===== config.mk =====
export PLATFORM = sky130hd
export DESIGN_NAME = dmem_arbiter
export DESIGN_NICKNAME = d
export VERILOG_FILES = /design/src/rtl/dmem_arb_pkg.sv /design/src/rtl/dmem_arbiter_rr_pick2.sv /design/src/rtl/dmem_arbiter.sv
export SDC_FILE = /design/constraint.sdc
export NUM_CORES = 1
export LEC_CHECK = 0
export ABC_AREA = 1
export ABC_CLOCK_PERIOD_IN_PS = 1300
export CAP_MARGIN = 25
export CORE_AREA = 4 4 130 145
export DETAILED_ROUTE_END_ITERATION = 8
export DIE_AREA = 0 0 134 149
export GPL_ROUTABILITY_DRIVEN = 0
export GPL_TIMING_DRIVEN = 0
export MAX_ROUTING_LAYER = met4
export PLACE_DENSITY_LB_ADDON = 0.1
export SYNTH_ARGS = -nofsm -noshare
export SYNTH_HDL_FRONTEND = slang
export SYNTH_SLANG_ARGS = --single-unit

===== constraint.sdc =====
create_clock -name clk -period 1.3 [get_ports clk]
set_input_delay 0.26 -clock clk [delete_from_list [all_inputs] [get_ports clk]]
set_output_delay 0.26 -clock clk [all_outputs]
set_load 0.01 [all_outputs]

===== src/rtl/dmem_arb_pkg.sv =====
// Shared types and constants for the dmem two-port arbiter.
// The optional alignment check is enabled by defining DMEM_ARB_ERR_EN.
package dmem_arb_pkg;

    localparam int unsigned DATA_W    = 32;
    localparam int unsigned NUM_PORTS = 2;

    typedef enum logic [1:0] {
        IDLE   = 2'd0,
        ACCESS = 2'd1,
        DONE   = 2'd2
    } arb_state_t;

    typedef struct packed {
        logic              we;
        logic [DATA_W-1:0] addr;
        logic [DATA_W-1:0] wdata;
    } arb_req_t;

    // Word accesses only: any nonzero byte offset is misaligned.
    function automatic logic misaligned(input logic [DATA_W-1:0] addr);
        return |addr[1:0];
    endfunction

endpackage


===== src/rtl/dmem_arbiter_rr_pick2.sv =====
// Combinational two-request round-robin picker: rr names the winner on a tie.
module rr_pick2 (
    input  logic [1:0] req,
    input  logic       rr,
    output logic       win_c,
    output logic       valid_c
);

    always_comb begin
        valid_c = |req;
        win_c   = 1'b0;
        if (req == 2'b11) begin
            win_c = rr;
        end else begin
            win_c = req[1];
        end
    end

endmodule


===== src/rtl/dmem_arbiter.sv =====
// Two-port round-robin arbiter and IDLE/ACCESS/DONE sequencer for dmem.
// Define DMEM_ARB_ERR_EN to reject misaligned requests with an err pulse.
module dmem_arbiter
    import dmem_arb_pkg::*;
(
    input  logic              clk,
    input  logic              rst_n,
    input  logic              req0,
    input  logic              we0,
    input  logic [DATA_W-1:0] addr0,
    input  logic [DATA_W-1:0] wdata0,
    input  logic              req1,
    input  logic              we1,
    input  logic [DATA_W-1:0] addr1,
    input  logic [DATA_W-1:0] wdata1,
    output logic              done0,
    output logic              done1,
    output logic [DATA_W-1:0] rdata0,
    output logic [DATA_W-1:0] rdata1,
    output logic              err0,
    output logic              err1,
    output logic              busy,
    output logic              mem_read_enable,
    output logic              mem_write_enable,
    output logic [DATA_W-1:0] mem_addr,
    output logic [DATA_W-1:0] mem_writedata,
    input  logic [DATA_W-1:0] mem_readdata
);

    arb_state_t state_q, state_d;
    arb_req_t   lat_q, lat_d;
    logic       win_q, win_d;
    logic       rr_q, rr_d;
    logic       mis_q, mis_d;
    logic       busy_q, busy_d;
    logic       mem_re_q, mem_re_d;
    logic       mem_we_q, mem_we_d;
    logic [NUM_PORTS-1:0]             done_q, done_d;
    logic [NUM_PORTS-1:0]             err_q, err_d;
    logic [NUM_PORTS-1:0][DATA_W-1:0] rdata_q, rdata_d;

    arb_req_t req_sel_c;
    logic     win_c;
    logic     grant_c;
    logic     mis_c;

    rr_pick2 u_pick (
        .req     ({req1, req0}),
        .rr      (rr_q),
        .win_c   (win_c),
        .valid_c (grant_c)
    );

    // Winner's request payload and its alignment status.
    always_comb begin
        req_sel_c.we    = win_c ? we1    : we0;
        req_sel_c.addr  = win_c ? addr1  : addr0;
        req_sel_c.wdata = win_c ? wdata1 : wdata0;
`ifdef DMEM_ARB_ERR_EN
        mis_c = misaligned(req_sel_c.addr);
`else
        mis_c = 1'b0;
`endif
    end

    // Next state and next register values; the latch doubles as the memory drive
    // and is zero outside ACCESS.
    always_comb begin
        state_d  = state_q;
        lat_d    = '0;
        win_d    = win_q;
        rr_d     = rr_q;
        mis_d    = mis_q;
        mem_re_d = 1'b0;
        mem_we_d = 1'b0;
        done_d   = '0;
        err_d    = '0;
        rdata_d  = rdata_q;

        case (state_q)
            IDLE: begin
                if (grant_c) begin
                    state_d  = ACCESS;
                    lat_d    = req_sel_c;
                    win_d    = win_c;
                    rr_d     = ~win_c;
                    mis_d    = mis_c;
                    mem_we_d = req_sel_c.we & ~mis_c;
                    mem_re_d = ~req_sel_c.we & ~mis_c;
                end
            end
            ACCESS: begin
                state_d        = DONE;
                done_d[win_q]  = 1'b1;
                err_d[win_q]   = mis_q;
                if (!lat_q.we && !mis_q) begin
                    rdata_d[win_q] = mem_readdata;
                end
            end
            DONE: begin
                state_d = IDLE;
            end
            default: begin
                state_d = IDLE;
            end
        endcase

        busy_d = (state_d != IDLE);
    end

    always_ff @(posedge clk or negedge rst_n) begin
        if (!rst_n) begin
            state_q  <= IDLE;
            lat_q    <= '0;
            win_q    <= 1'b0;
            rr_q     <= 1'b0;
            mis_q    <= 1'b0;
            busy_q   <= 1'b0;
            mem_re_q <= 1'b0;
            mem_we_q <= 1'b0;
            done_q   <= '0;
            err_q    <= '0;
            rdata_q  <= '0;
        end else begin
            state_q  <= state_d;
            lat_q    <= lat_d;
            win_q    <= win_d;
            rr_q     <= rr_d;
            mis_q    <= mis_d;
            busy_q   <= busy_d;
            mem_re_q <= mem_re_d;
            mem_we_q <= mem_we_d;
            done_q   <= done_d;
            err_q    <= err_d;
            rdata_q  <= rdata_d;
        end
    end

    assign done0            = done_q[0];
    assign done1            = done_q[1];
    assign err0             = err_q[0];
    assign err1             = err_q[1];
    assign rdata0           = rdata_q[0];
    assign rdata1           = rdata_q[1];
    assign busy             = busy_q;
    assign mem_read_enable  = mem_re_q;
    assign mem_write_enable = mem_we_q;
    assign mem_addr         = lat_q.addr;
    assign mem_writedata    = lat_q.wdata;

endmodule


==> flow_summary.json, run 1 <==
{
  "nNetsFinal": 1241,
  "crit_buf_inv": 1,
  "die_y_um": 149,
  "remaining_drc_errors": 0,
  "synth_seq_area_share_pct": 57.0,
  "rows": 51,
  "fin_util_pct": 56.0,
  "clockBufferDepth": 2,
  "viasPerCell": 4.46,
  "dieArea_um2": 20000,
  "synthAdderAreaFrac_pct": 0,
  "synth_seq_cells": 137,
  "rrSetupSlack_ns": 0.06,
  "skew_ns": 0.00838,
  "fin_hold_ws_ns": 0.360,
  "drt_iter0_drc": 338,
  "syn_to_final_growth_pct": 62.2,
  "p_leak_nw": 5.11,
  "vdd_ir_drop_max_mv": 0.920,
  "regToRegStartpoint": "lat_q[64]",
  "syn_area_um2": 6010,
  "grt_start_max_net_pins": 88,
  "grt-ovfl-total": 0,
  "worstHoldPathType": "in -> async",
  "fin_crit_sh_pct": 97.5,
  "r2r_end": "rdata0[20]",
  "drv_cap": 0,
  "status": "complete, no violations",
  "r2r_cells": 5,
  "cts_made_buffers": 17,
  "final_common_cell": "nand2_1",
  "final_area_um2": 9750,
  "setup.worst_path.start": "mem_writedata[6]",
  "antenna_cells": 0,
  "vias": 5920,
  "endpoint": "mem_writedata[6]",
  "synth_xor_area_share_pct": 0,
  "portBuffers": 298,
  "grt_pass1_wl_um": 31800,
  "cts_tree": "yes",
  "synthSimpleGateAreaFrac_pct": 33.5,
  "initial_core_util_pct": 34.5,
  "fmax_mhz": 789,
  "hold_viol": 0,
  "period_minus_slack_ns": 1.27,
  "drv_slew": 0,
  "stdcell_count": 1326,
  "final.setup.tns_ns": 0,
  "synth.avg_cell_area_um2": 8.12,
  "cp_data_required_time_ns": 1.04,
  "place_area_um2": 9320,
  "synth_compound_gate_area_share_pct": 0.167,
  "dp_cells": 1278,
  "critPathKind": "reg -> out",
  "critical-path-top-delay-family": "flip-flops",
  "drive_gt1_share_pct": 22.9,
  "start_kind": "flop",
  "cp_num_cells": 1,
  "synthMuxAreaShare_pct": 0,
  "core_area_um2": 17400,
  "clk_latency_ns": 0.41,
  "dp_hpwl_um": 15500,
  "yosysWarningCount": 0,
  "cpPeakStageDelay_ns": 0.36,
  "crit_chain": "clkdlybuf4s15_2",
  "cts_root_buffer": "clkbuf_16",
  "cts-htree-levels": 4,
  "cpMaxStageDelayCell": "dfrtp_1",
  "drtAntennaViolNets": 0,
  "rsz0062_at_grt": "true",
  "totalPowerFinal_mw": 20.8,
  "syn_inst": 740,
  "grt_util_all_layers_pct": 21.1,
  "fin_ws_ns": 0.0327,
  "antenna_found_initial": 0,
  "wl_per_cell_um": 15.3,
  "totalWireLength_um": 20300,
  "cts.clk_slew.worst_paths_ns": 0.06,
  "fp.dieW_um": 134,
  "layout_common_cells": "199 x nand2_1, 164 x clkdlybuf4s50_1, 137 x dfrtp_1",
  "cp_max_fo": 1,
  "grt_pass1_vias": 5815,
  "synthDistinctLibCells": 14,
  "pin_count": 301,
  "cts_num_sinks": 137,
  "synth_top_family_by_area": "simple AND/OR/NAND/NOR gates",
  "first_pass_iters": 5,
  "pre_cts_slack_ns": -0.581,
  "setup_viol": 0,
  "end_kind": "primary output",
  "p_per_area_nw_per_um2": 2130,
  "worstPathArrival_ns": 1.01
}
[state kept, by name, summed over array words and instances, names as in the netlist]
name,cells
done_q,2
mem_read_enable,1
rdata0,32
mem_writedata,32
rdata1,32
mem_addr,32
state_q,2
lat_q,1
win_q,1
rr_q,1
busy,1
[Yosys cell counts]
| cell | count | area share [%] |
|---|---|---|
| nand2_1 | 202 | 13 |
| nor2_1 | 133 | 8.3 |
| conb_1 | 1 | 0.062 |
| buf_2 | 28 | 2.3 |
| nand3_1 | 68 | 5.7 |
| nand4_1 | 64 | 6.7 |
| clkbuf_1 | 19 | 1.2 |
| dfrtp_1 | 137 | 57 |
| buf_4 | 8 | 1.0 |
| inv_1 | 72 | 4.5 |
| buf_1 | 2 | 0.12 |
| inv_2 | 2 | 0.12 |
| nor2_2 | 2 | 0.21 |
| o21ai_0 | 2 | 0.17 |
[cells by family (layout without fill, tap and decap cells)]
logic type | Yosys count | in the layout
DFF | 137 | 137
buffers and inverters | 131 | 478
and+or+nand+nor | 469 | 469
AOI/OAI and AO/OA | 2 | 2
other | 1 | 2
[layer usage]
layer	vias to the layer above	share of wire (%)	global-route usage [%]	wire (um)
met5	-	0	-	0
met4	0	1.4	6.17	276
met3	15	10	8.67	2110
met2	222	51	35.6	10300
met1	2693	37	23.0	7570
li1	2990	-	-	-
[power by group]
group          internal (mW)  switching [mW]
clock network           3.02            1.92
registers               6.06           0.712
logic                   3.90            5.15
[layout make-up]
class	count	area (um2)
fill	1724	7670
multi-input combinational	473	2080
buffer	57	440
clock buffer	17	425
sequential	137	3430
inverter	74	280
tap	238	298
timing repair buffer	315	2620
clock inverter	15	176
[what timing repair did]
| item | in CTS | in global routing |
|---|---|---|
| setup buffers | 7 | 8 |
| gates resized for setup | 454 | 124 |
| endpoints found under the setup margin | 262 | 236 |
| pin swaps | 0 | 4 |
| endpoints found under the hold margin | 50 | 0 |
| hold buffers | 1 | 0 |
[worst min-delay path by stage]
stage | end | slack, ns | cells after the start
global route | rdata0[6] | 0.39 | 2
detailed placement | rdata0[6] | 0.25 | 1
finish | rdata0[6] | 0.36 | 2
global placement | rdata0[1] | 0.45 | 2
CTS | rdata0[6] | 0.38 | 2
floorplan | busy | -0.04 | 0
(Power assumes the default switching activity.)
==> run 2: changes to the inputs <==
DONT_BUFFER_PORTS = 1   (was not set)
==> run 2 against run 1 <==
  * Final cell count down 16%
  * Setup slack better by 0.025 ns
  * Maximum frequency up 2.0%
  * Final area down 16%
  * Hold slack worse by 0.82 ns
  * The flow now finishes with violations (hold timing)
  * Combinational power down 40%
  * Utilization down 9.2 points
  * Sequential cell count unchanged
  * Global-route usage down 1.2 points
  * Via count down 9.4%
==> flow_summary.json, run 2 (synthesized netlist as in run 1, its figures left out) <==
{
  "power_frac_comb_pct": 29.2,
  "p_clk_share_pct": 26.6,
  "cp_data_required_time_ns": 1.65,
  "status": "finished with violations",
  "power_frac_seq_pct": 44.1,
  "vdd_ir_drop_max_mv": 1.04,
  "fin_ws_ns": 0.0580,
  "place_area_um2": 6310,
  "viasPerCell": 4.84,
  "end_kind": "flop",
  "core_area_um2": 17400,
  "dieArea_um2": 20000,
  "rsz0062_at_grt": "true",
  "period_minus_slack_ns": 1.24,
  "grt_pass1_wl_um": 30000,
  "cp_max_fo": 10,
  "antenna_cells": 0,
  "violations": "hold timing",
  "first_pass_iters": 5,
  "crit_buf_inv": 3,
  "pin_count": 301,
  "totalWireLength_um": 19500,
  "cts_tree": "yes",
  "fin_crit_sh_pct": 95.5,
  "cts_made_buffers": 17,
  "drive_gt1_share_pct": 13.5,
  "cts_num_sinks": 137,
  "hold_viol": 137,
  "portBuffers": 0,
  "crit_chain": "inv_1 -> nand2_2 -> nor2_4 -> buf_12 -> buf_6 -> nand2_1 -> nor2_2",
  "critical-path-top-delay-family": "simple AND/OR/NAND/NOR gates",
  "setup_viol": 0,
  "critPathKind": "reg -> reg",
  "worstPathArrival_ns": 1.59,
  "vias": 5366,
  "die_y_um": 149,
  "clockBufferDepth": 2,
  "nNetsFinal": 1024,
  "stdcell_count": 1109,
  "cts.clk_slew.worst_paths_ns": 0.07,
  "grt_pass1_vias": 5534,
  "fp.dieW_um": 134,
  "dp_hpwl_um": 14200,
  "wl_per_cell_um": 17.5,
  "rrSetupSlack_ns": 0.06,
  "drt_iter0_drc": 300,
  "p_int_mw": 11.3,
  "p_leak_nw": 4.17,
  "totalPowerFinal_mw": 18.6,
  "final.setup.tns_ns": 0,
  "final_common_cell": "nand2_1",
  "p_switching_mw": 7.35,
  "layout_common_cells": "199 x nand2_1, 136 x dfrtp_1, 116 x nor2_1",
  "clk_latency_ns": 0.42,
  "start_kind": "flop",
  "drv_cap": 0,
  "pre_cts_slack_ns": -0.215,
  "worstHoldPathType": "in -> async",
  "fin_hold_ws_ns": -0.461,
  "swShare_pct": 39.4,
  "grt_start_max_net_pins": 138,
  "grt_util_all_layers_pct": 20.0,
  "fmax_mhz": 805,
  "remaining_drc_errors": 0,
  "syn_to_final_growth_pct": 35.7,
  "antenna_found_initial": 0,
  "initial_core_util_pct": 34.5,
  "cpMaxStageDelayCell": "dfrtp_1",
  "dp_cells": 979,
  "drtAntennaViolNets": 0,
  "drv_slew": 0,
  "cts-htree-levels": 4,
  "cpPeakStageDelay_ns": 0.40,
  "p_per_area_nw_per_um2": 2290,
  "skew_ns": 0.0112,
  "rows": 51,
  "grt-ovfl-total": 0,
  "cts_root_buffer": "clkbuf_16",
  "final_area_um2": 8160
}
-- run 2: layout make-up --
class / instances / area, um2
Clock inverter: 14 / 173
Sequential cell: 137 / 3430
Multi-Input combinational cell: 473 / 2110
Inverter: 74 / 280
Buffer: 57 / 447
Tap cell: 238 / 298
Clock buffer: 18 / 429
Fill cell: 1728 / 9270
Timing Repair Buffer: 98 / 988
-- run 2: repair_timing --
action | 4_1_cts | 5_1_grt
resized for setup | 44 | 64
hold buffers | 93 | 3
hold endpoints to repair | 260 | 140
buffers inserted | 1 | 1
pin swaps | 1 | 7
setup endpoints to repair | 129 | 130
-- run 2: per-stage QoR --
step | hold slack (ns) | util, %
floorplan | -0.0356 | -
global placement | -0.0316 | 36.2
detailed placement | -0.0316 | 36.2
CTS | -0.487 | 45.7
global route | -0.495 | 46.8
finish | -0.461 | 46.8
-- run 2: path summary, 6_finish.rpt --
| check | startpoint | end | cells after the start |
|---|---|---|---|
| setup / recovery | state_q[1] | mem_addr[2] | 7 |
| hold / removal | rst_n | rdata1[6] | 0 |
| setup reg to reg | state_q[1] | mem_addr[2] | 7 |
| hold reg to reg | rdata1[10] | rdata1[10] | 2 |
| max in group asynchronous | rst_n | mem_writedata[3] | 0 |
| min in group clk | wdata0[1] | mem_writedata[1] | 2 |
-- run 2: power groups by stage --
stage | Combinational [mW] | Sequential [mW] | Clock, mW
6_report | 5.45 | 8.23 | 4.97
3_3_place_gp | 4.38 | 8.32 | 0
4_1_cts | 5.04 | 8.28 | 5.11
2_1_floorplan | 3.45 | 7.73 | 0
3_5_place_dp | 4.51 | 8.31 | 0
5_1_grt | 6.18 | 8.44 | 5.31
-- run 2: per-layer routing --
metal	wire length [um]	global-route usage [%]
met1	7570	21.9
met2	9820	33.4
met3	1680	7.49
met4	378	6.89
met5	0	-
==> run 3: changes to the inputs <==
MAX_ROUTING_LAYER = not set   (was met4)
==> run 3 against run 2 <==
  * The flow still finishes with violations (hold timing)
  * Clock-buffer cell count did not move
  * Critical path depth decreased by 2
  * Die area unchanged
  * Combinational power hardly changed
  * Sequential cell count unchanged
  * Maximum frequency rose by 1.2%
  * Clock power is essentially flat
  * Final cell count is the same
  * Highest routed layer unchanged
  * Final area barely moved
  * Via count hardly changed
==> flow_summary.json, run 3 (synthesized netlist as in run 1, its figures left out) <==
{
  "totalWireLength_um": 19400,
  "cts.clk_slew.worst_paths_ns": 0.06,
  "grt_pass1_vias": 5515,
  "endpoint": "rdata1[20]",
  "cts_tree": "yes",
  "hold_viol": 137,
  "worstPathArrival_ns": 1.58,
  "dp_cells": 979,
  "grt_util_all_layers_pct": 19.4,
  "die_y_um": 149,
  "cts-htree-levels": 4,
  "drtAntennaViolNets": 0,
  "pre_cts_slack_ns": -0.215,
  "p_leak_nw": 4.18,
  "cts_root_buffer": "clkbuf_16",
  "swShare_pct": 39.4,
  "syn_to_final_growth_pct": 35.8,
  "drt_iter0_drc": 181,
  "grt-ovfl-total": 0,
  "skew_ns": 0.0109,
  "fin_util_pct": 46.9,
  "drv_cap": 0,
  "final_area_um2": 8160,
  "setup_viol": 0,
  "wl_per_cell_um": 17.5,
  "period_minus_slack_ns": 1.23,
  "fp.dieW_um": 134,
  "dieArea_um2": 20000,
  "violations": "hold timing",
  "stdcell_count": 1109,
  "antenna_found_initial": 0,
  "clockBufferDepth": 2,
  "first_pass_iters": 5,
  "remaining_drc_errors": 0,
  "fin_ws_ns": 0.0724,
  "pin_count": 301,
  "drive_gt1_share_pct": 13.5,
  "cp_max_fo": 10,
  "portBuffers": 0,
  "fmax_mhz": 815,
  "vias": 5361,
  "p_clk_share_pct": 26.6,
  "fin_hold_ws_ns": -0.460,
  "grt_start_max_net_pins": 138,
  "viasPerCell": 4.83,
  "drv_slew": 0,
  "r2r_end": "rdata1[20]",
  "dp_hpwl_um": 14200,
  "start_kind": "flop",
  "final_common_cell": "nand2_1",
  "cts_num_sinks": 137,
  "end_kind": "flop",
  "fin_crit_sh_pct": 94.4,
  "p_per_area_nw_per_um2": 2290,
  "cp_data_required_time_ns": 1.65,
  "worstHoldPathType": "in -> async",
  "cts_made_buffers": 17,
  "vdd_ir_drop_max_mv": 1.04,
  "n_fill_cell": 1728,
  "nNetsFinal": 1024,
  "layout_common_cells": "198 x nand2_1, 136 x dfrtp_1, 117 x nor2_1",
  "setup.worst_path.start": "lat_q[64]",
  "r2r_cells": 5,
  "status": "finished with violations",
  "critPathKind": "reg -> reg",
  "power_frac_seq_pct": 44.1,
  "core_area_um2": 17400,
  "place_area_um2": 6310,
  "rows": 51,
  "regToRegStartpoint": "lat_q[64]",
  "p_int_mw": 11.3,
  "initial_core_util_pct": 34.5,
  "rrSetupSlack_ns": 0.07,
  "clk_latency_ns": 0.42,
  "power_frac_comb_pct": 29.3,
  "antenna_cells": 0,
  "grt_pass1_wl_um": 30100,
  "p_switching_mw": 7.35
}
-- run 3: changes by cell type in the layout (fill, tap and decap cells not counted) --
| cell | delta |
|---|---|
| buf_4 | +1 |
| buf_8 | +1 |
| clkbuf_4 | -2 |
| nand2_1 | -1 |
| nand2_2 | +1 |
| nor2_1 | +1 |
| nor2_2 | -1 |
-- run 3: critical path: stages, from the launching register on --
cell and delay, ns:
dfrtp_2 0.46, inv_2 0.11, buf_4 0.18, buf_4 0.19, nand4_1 0.13, nand2_1 0.09
-- run 3: layer usage --
layer | vias up | track usage (%) | share of wire (%)
li1 | 2553 | - | -
met1 | 2542 | 21.3 | 37
met2 | 232 | 33.3 | 50
met3 | 34 | 8.77 | 9.9
met4 | 0 | 6.94 | 2.2
met5 | - | 0 | 0
-- run 3: timing repair --
item / CTS / global route
pin swaps: 1 / 7
resized for setup: 44 / 68
setup buffers: 1 / 1
endpoints found under the setup margin: 129 / 130
hold endpoints to repair: 260 / 140
hold buffers: 93 / 3
-- run 3: power by group through the flow --
stage / registers [mW] / clock network (mW) / logic, mW
final: 8.23 / 4.97 / 5.47
after global routing: 8.44 / 5.31 / 6.21
after CTS: 8.28 / 5.11 / 5.04
after detailed placement: 8.31 / 0 / 4.51
after global placement: 8.32 / 0 / 4.38
after floorplan: 7.73 / 0 / 3.45
-- run 3: metrics by stage --
step / TNS [ns] / hold WS [ns] / power, mW
finish: 0 / -0.460 / 18.7
global route: -0.0272 / -0.496 / 20.0
CTS: -0.559 / -0.487 / 18.4
detailed placement: -17.01 / -0.0316 / 12.8
global placement: -12.98 / -0.0316 / 12.7
floorplan: 0 / -0.0356 / 11.2
-- run 3: worst min-delay path by stage --
stage	endpoint	slack, ns	from	cells past startpoint
global route	rdata1[3]	-0.50	rst_n	0
detailed placement	rdata1[3]	-0.03	rst_n	0
CTS	mem_addr[9]	-0.49	rst_n	0
global placement	rdata1[3]	-0.03	rst_n	0
finish	rdata1[3]	-0.46	rst_n	0
floorplan	busy	-0.04	rst_n	0
-- run 3: area by class of cell --
class	instances	area, um2	area share [%]
tap	238	298	3.65
clock inverter	14	173	2.12
inverter	74	280	3.43
sequential	137	3430	42.0
clock buffer	18	429	5.26
timing repair buffer	98	988	12.1
multi-input combinational	473	2110	25.9
buffer	57	454	5.56
